File: src/rtl/fir_mac_sequencer.sv
// Folded FIR controller. A single signed multiplier and accumulator are
// time-shared over NTAPS taps per accepted sample. The block owns the circular
// sample history, the run-time writable coefficient bank and both valid/ready
// handshakes. One result is produced every NTAPS+2 cycles at best.
module fir_mac_sequencer #(
    parameter int NTAPS = 27,
    parameter int DW    = 16,
    parameter int CW    = 16,
    parameter int ACCW  = 32,
    parameter int AW    = 5
) (
    input  logic                   clk,
    input  logic                   rst_n,      // active-high asynchronous reset
    input  logic                   in_valid,
    output logic                   in_ready,
    input  logic signed [DW-1:0]   in_data,
    output logic                   out_valid,
    input  logic                   out_ready,
    output logic signed [ACCW-1:0] out_data,
    input  logic                   cfg_we,
    input  logic [AW-1:0]          cfg_addr,
    input  logic signed [CW-1:0]   cfg_data,
    output logic                   cfg_err,
    output logic                   busy
);

    typedef enum logic [1:0] {
        S_IDLE,
        S_MAC,
        S_DONE
    } state_t;

    localparam int              PW   = DW + CW;
    localparam logic [AW-1:0]   LAST = AW'(NTAPS - 1);

    state_t                  state;
    logic signed [CW-1:0]    coef [NTAPS];
    logic signed [DW-1:0]    hist [NTAPS];
    logic [AW-1:0]           wr_ptr;     // slot that receives the next sample
    logic [AW-1:0]           rd_ptr;     // walks backwards from the newest sample
    logic [AW-1:0]           tap;        // coefficient index k
    logic signed [ACCW-1:0]  acc;
    logic signed [PW-1:0]    prod;
    logic signed [ACCW-1:0]  acc_next;
    logic                    cfg_ok;
    logic                    accept;

    // Coefficient writes are only legal while idle and inside the tap range.
    assign cfg_ok = cfg_we && (state == S_IDLE) && (cfg_addr <= LAST);
    assign accept = in_valid && (state == S_IDLE);

    // Multiply-accumulate datapath: full-width signed product, wrapping sum.
    always_comb begin
        prod     = PW'(coef[tap]) * PW'(hist[rd_ptr]);
        acc_next = acc + ACCW'(prod);
    end

    // Coefficient bank and sample history; a new coefficient written on the
    // accepting edge is already visible to the first MAC cycle of that sample.
    always_ff @(posedge clk or posedge rst_n) begin
        if (rst_n) begin
            // NOTE: both arrays are reset because the filter must start from a
            // zero history and zero taps; this costs a reset net per bit.
            for (int i = 0; i < NTAPS; i++) begin
                coef[i] <= '0;
                hist[i] <= '0;
            end
        end else begin
            if (cfg_ok)
                coef[cfg_addr] <= cfg_data;
            if (accept)
                hist[wr_ptr] <= in_data;
        end
    end

    // Rejected configuration writes produce a one-cycle error pulse.
    always_ff @(posedge clk or posedge rst_n) begin
        if (rst_n)
            cfg_err <= 1'b0;
        else
            cfg_err <= cfg_we && !cfg_ok;
    end

    // Sequencer FSM with registered handshake and status outputs.
    always_ff @(posedge clk or posedge rst_n) begin
        if (rst_n) begin
            // NOTE: sequential state uses non-blocking assignments so every
            // register samples the pre-edge values of its neighbours.
            state     <= S_IDLE;
            in_ready  <= 1'b1;
            busy      <= 1'b0;
            out_valid <= 1'b0;
            out_data  <= '0;
            wr_ptr    <= '0;
            rd_ptr    <= '0;
            tap       <= '0;
            acc       <= '0;
        end else begin
            unique case (state)
                S_IDLE: begin
                    if (in_valid) begin
                        rd_ptr   <= wr_ptr;
                        tap      <= '0;
                        acc      <= '0;
                        in_ready <= 1'b0;
                        busy     <= 1'b1;
                        state    <= S_MAC;
                    end
                end
                S_MAC: begin
                    acc    <= acc_next;
                    tap    <= tap + AW'(1);
                    rd_ptr <= (rd_ptr == '0) ? LAST : rd_ptr - AW'(1);
                    if (tap == LAST) begin
                        out_data  <= acc_next;
                        out_valid <= 1'b1;
                        wr_ptr    <= (wr_ptr == LAST) ? '0 : wr_ptr + AW'(1);
                        state     <= S_DONE;
                    end
                end
                S_DONE: begin
                    if (out_ready) begin
                        out_valid <= 1'b0;
                        in_ready  <= 1'b1;
                        busy      <= 1'b0;
                        state     <= S_IDLE;
                    end
                end
                default: begin
                    state <= S_IDLE;
                end
            endcase
        end
    end

endmodule

File: config.mk
export PLATFORM = sky130hd
export DESIGN_NAME = fir_mac_sequencer
export DESIGN_NICKNAME = d
export VERILOG_FILES = /design/src/rtl/fir_mac_sequencer.sv
export SDC_FILE = /design/constraint.sdc
export NUM_CORES = 2
export LEC_CHECK = 0
export BUFFER_PORTS_ARGS = -buffer_cell sky130_fd_sc_hd__buf_4
export CAP_MARGIN = 20
export CORE_MARGIN = 3
export CORE_UTILIZATION = 50
export DETAILED_ROUTE_END_ITERATION = 6
export PLACE_DENSITY = 0.7
export SETUP_SLACK_MARGIN = 0.5
export SYNTH_ARGS = -nofsm -noshare
export SYNTH_HDL_FRONTEND = slang
export SYNTH_SLANG_ARGS = --single-unit
export TNS_END_PERCENT = 30
File: constraint.sdc
create_clock -name clk -period 52.3 [get_ports clk]
set_input_delay 7.845 -clock clk [delete_from_list [all_inputs] [get_ports clk]]
set_output_delay 7.845 -clock clk [all_outputs]
set_load 0.05 [all_outputs]
==> flow_summary.toml <==
[outcome]
status = "complete, no violations"

[synthesis]
yosysUniqueCellTypes = 68
synth_cells = 4071
synthArstFlopShare_pct = 100.0
synth-seq-cells = 949
synth-seq-area-share_pct = 44.31
yosys_warnings = 0
synth_nets = 4510
syn_area_um2 = 53590
synth_edf_count = 0
postSynthAreaPerCell_um2 = 13.16
ys.flop_type = "dfrtp_1"

[drt]
drtAntennaViolNets = 0
drtIter0Drc = 2020
wirelength_mm = 126.4
vias_per_cell = 5.829
drt_first_pass_iters = 7
vias = 32350
drc = 0
wl_per_cell_um = 22.78

[clocking]
cts_hold_buf = 0
post-cts-setup-buffers = 0
cts_tree = "done"
clkLatencyLatePin_ns = 0.68
clockBufferDepth = 3
htree_levels = 3
cts.sinks = 949
root_buffer = "clkbuf_16"
numCtsBuffers = 99
cts_resized = 0
cts.reportedPaths.clkPinSlew_ns = 0.06

[timing]
setup_viol = 0
whs_ns = 0.4776
slew_viol_final = 0
rsz0062_at_grt = "no"
tns_ns = 0
maxSlewHeadroom_pct = 24.53
skew_ns = 0.02576
fmax_mhz = 84.25
min_period_ns = 11.87
tightest_slew_ns = 1.129
finalHoldViolations = 0
setup_ws_ns = 40.43
period_share_pct = 22.69

[power_and_ir_drop]
leakage_nw = 29.03
vdd_drop_max_mv = 0.04587
finalPower_mw = 2.777
power_density_nw_per_um2 = 46.96

[global_route]
grt_overflow = 0
grt_pass1_wl_mm = 202.2
grt_usage_pct = 23.31
grt_max_degree = 174
antenna_found_initial = 2
grt_pass1_vias = 34510

[min_path]
min_to = "out_data[1]"
hold_path_class = "reg2reg"
hold_depth = 2
hp-start = "out_data[1]"

[floorplan]
placementRows = 119
io_pins = 78
initial_core_util_pct = 50.62
die_h_um = 333.4
fp.dieW_um = 333.4
core-area_um2 = 105900
die_area_um2 = 111100

[critical_path]
worst_ep_required_time_ns = 53.02
crit_chain = "buf_4, inv_8, buf_12, buf_4, buf_4, buf_4, buf_4"
cp-end-kind = "async pin"
rr_startpoint = "tap[0]"
crit_slowest_cell = "buf_4"
r2r_slack_ns = 41.99
path_class = "in2async"
critPathArrivalTime_ns = 12.58
ff2ff_path_depth = 25
slowest_delay_ns = 0.91
reg2reg_to = "acc[25]"
critPathMaxFanout = 173
cp_common_cell = "buf_4"
start_kind = "primary input"

[final_layout]
mostFrequentLayoutCell = "dfrtp_1"
area.growth.synth_to_final_pct = 10.34
layout-drive-gt1-share_pct = 36.00
final_cell_mix = "dfrtp_1, mux2_2, inv_1, fa_1, nand2_1"
final_nets = 4520
fin_area_um2 = 59130

[place]
place_area_um2 = 55570
place_ws_ns = 39.39
dp_hpwl_mm = 82.78
gp_congestion = 0.8463
portBuffers = 77

[flow_run]
maxCapViolCount = 0
==> stage by stage <==
stage	utilization, %	cells
6_report	55.86	5550
5_1_grt	55.86	5550
4_1_cts	55.69	5539
3_5_place_dp	52.49	5361
3_3_place_gp	52.41	5356
2_1_floorplan	-	4071
==> layout make-up <==
| class | instances | area (um^2) |
|---|---|---|
| flip-flops and latches | 949 | 23770 |
| diodes | 1 | 2.502 |
| inverters | 372 | 1406 |
| clock inverters | 30 | 491.7 |
| well taps | 1391 | 1740 |
| multi-input cells | 2486 | 27370 |
| fillers | 8673 | 46730 |
| repair buffers | 173 | 1464 |
| clock buffers | 148 | 2893 |
==> registers in the layout (all words and copies together) (netlist names) <==
| register | cells |
|---|---|
| acc | 32 |
| busy | 1 |
| cfg_err | 1 |
| coef | 432 |
| hist | 432 |
| in_ready | 1 |
| out_data | 32 |
| out_valid | 1 |
| rd_ptr | 5 |
| state | 2 |
| tap | 5 |
| wr_ptr | 5 |
==> logic make-up (layout without fill, tap and decap cells) <==
logic type	Yosys count	in the layout	synth area share (%)
compound gates	261	261	2.881
flops	949	949	44.32
fa+ha+maj	397	397	13.36
buf+inv	636	723	4.735
simple gates	597	597	4.779
mux	1190	1190	29.25
xor+xnor	41	41	0.6841
other cells	0	1	0
==> worst max-delay path by stage <==
stage           from      endpoint  slack (ns)  cells past startpoint
6_report       rst_n     hist[157]       40.43                      7
3_3_place_gp   rst_n  out_data[16]       39.43                      7
2_1_floorplan  rst_n        acc[0]       17.77                      1
3_5_place_dp   rst_n  out_data[10]       39.39                      7
4_1_cts        rst_n  out_data[16]       40.14                      7
5_1_grt        rst_n  out_data[16]       39.62                      7
==> worst max-delay path: cells and delay by family <==
family | cells | cell delay (ns)
buffers and inverters | 7 | 4.45
==> power breakdown <==
group / switching (mW) / internal [mW]
registers: 0.0744 / 0.807
logic: 0.689 / 0.479
clock network: 0.299 / 0.429
==> synth_stat cells, types with 3 or more instances <==
| cell | count | share of area [%] |
|---|---|---|
| buf_6 | 3 | 0.063 |
| a211oi_1 | 4 | 0.056 |
| a221oi_1 | 3 | 0.049 |
| mux2i_4 | 4 | 0.17 |
| nor2b_1 | 20 | 0.23 |
| nor2_1 | 218 | 1.5 |
| nand2b_1 | 21 | 0.25 |
| mux4_1 | 3 | 0.15 |
| o21a_1 | 3 | 0.042 |
| inv_1 | 365 | 2.6 |
| nand3b_1 | 4 | 0.056 |
| a21boi_0 | 4 | 0.056 |
| mux2i_1 | 71 | 1.3 |
| and3_1 | 3 | 0.035 |
| a22o_1 | 7 | 0.11 |
| o211ai_1 | 4 | 0.056 |
| a31o_2 | 4 | 0.065 |
| nand4_1 | 4 | 0.047 |
| clkbuf_1 | 150 | 1.1 |
| xnor2_1 | 28 | 0.46 |
| and2_1 | 3 | 0.035 |
| a21oi_1 | 67 | 0.63 |
| or3_1 | 5 | 0.058 |
| buf_4 | 11 | 0.15 |
| inv_2 | 6 | 0.042 |
| nand2_1 | 236 | 1.7 |
| fa_1 | 292 | 11 |
| nor3_1 | 14 | 0.13 |
| xor2_1 | 12 | 0.20 |
| buf_2 | 65 | 0.61 |
| o22ai_1 | 34 | 0.40 |
| a31oi_1 | 4 | 0.047 |
| mux4_2 | 201 | 8.4 |
| dfrtp_1 | 948 | 44 |
| a311oi_1 | 4 | 0.065 |
| ha_1 | 105 | 2.5 |
| mux2_2 | 908 | 19 |
| nand3_1 | 51 | 0.48 |
| a21o_1 | 7 | 0.098 |
| or2_2 | 8 | 0.093 |
| buf_1 | 33 | 0.23 |
| o21ai_0 | 100 | 0.93 |
==> routing by layer <==
layer	up-vias	part of all wire, %	track usage [%]
li1	14050	-	-
met1	17230	43	32.33
met2	867	48	38.19
met3	204	5.7	3.829
met4	0	2.7	6.805
met5	-	0	0
Power figures use the tool's default switching activity.
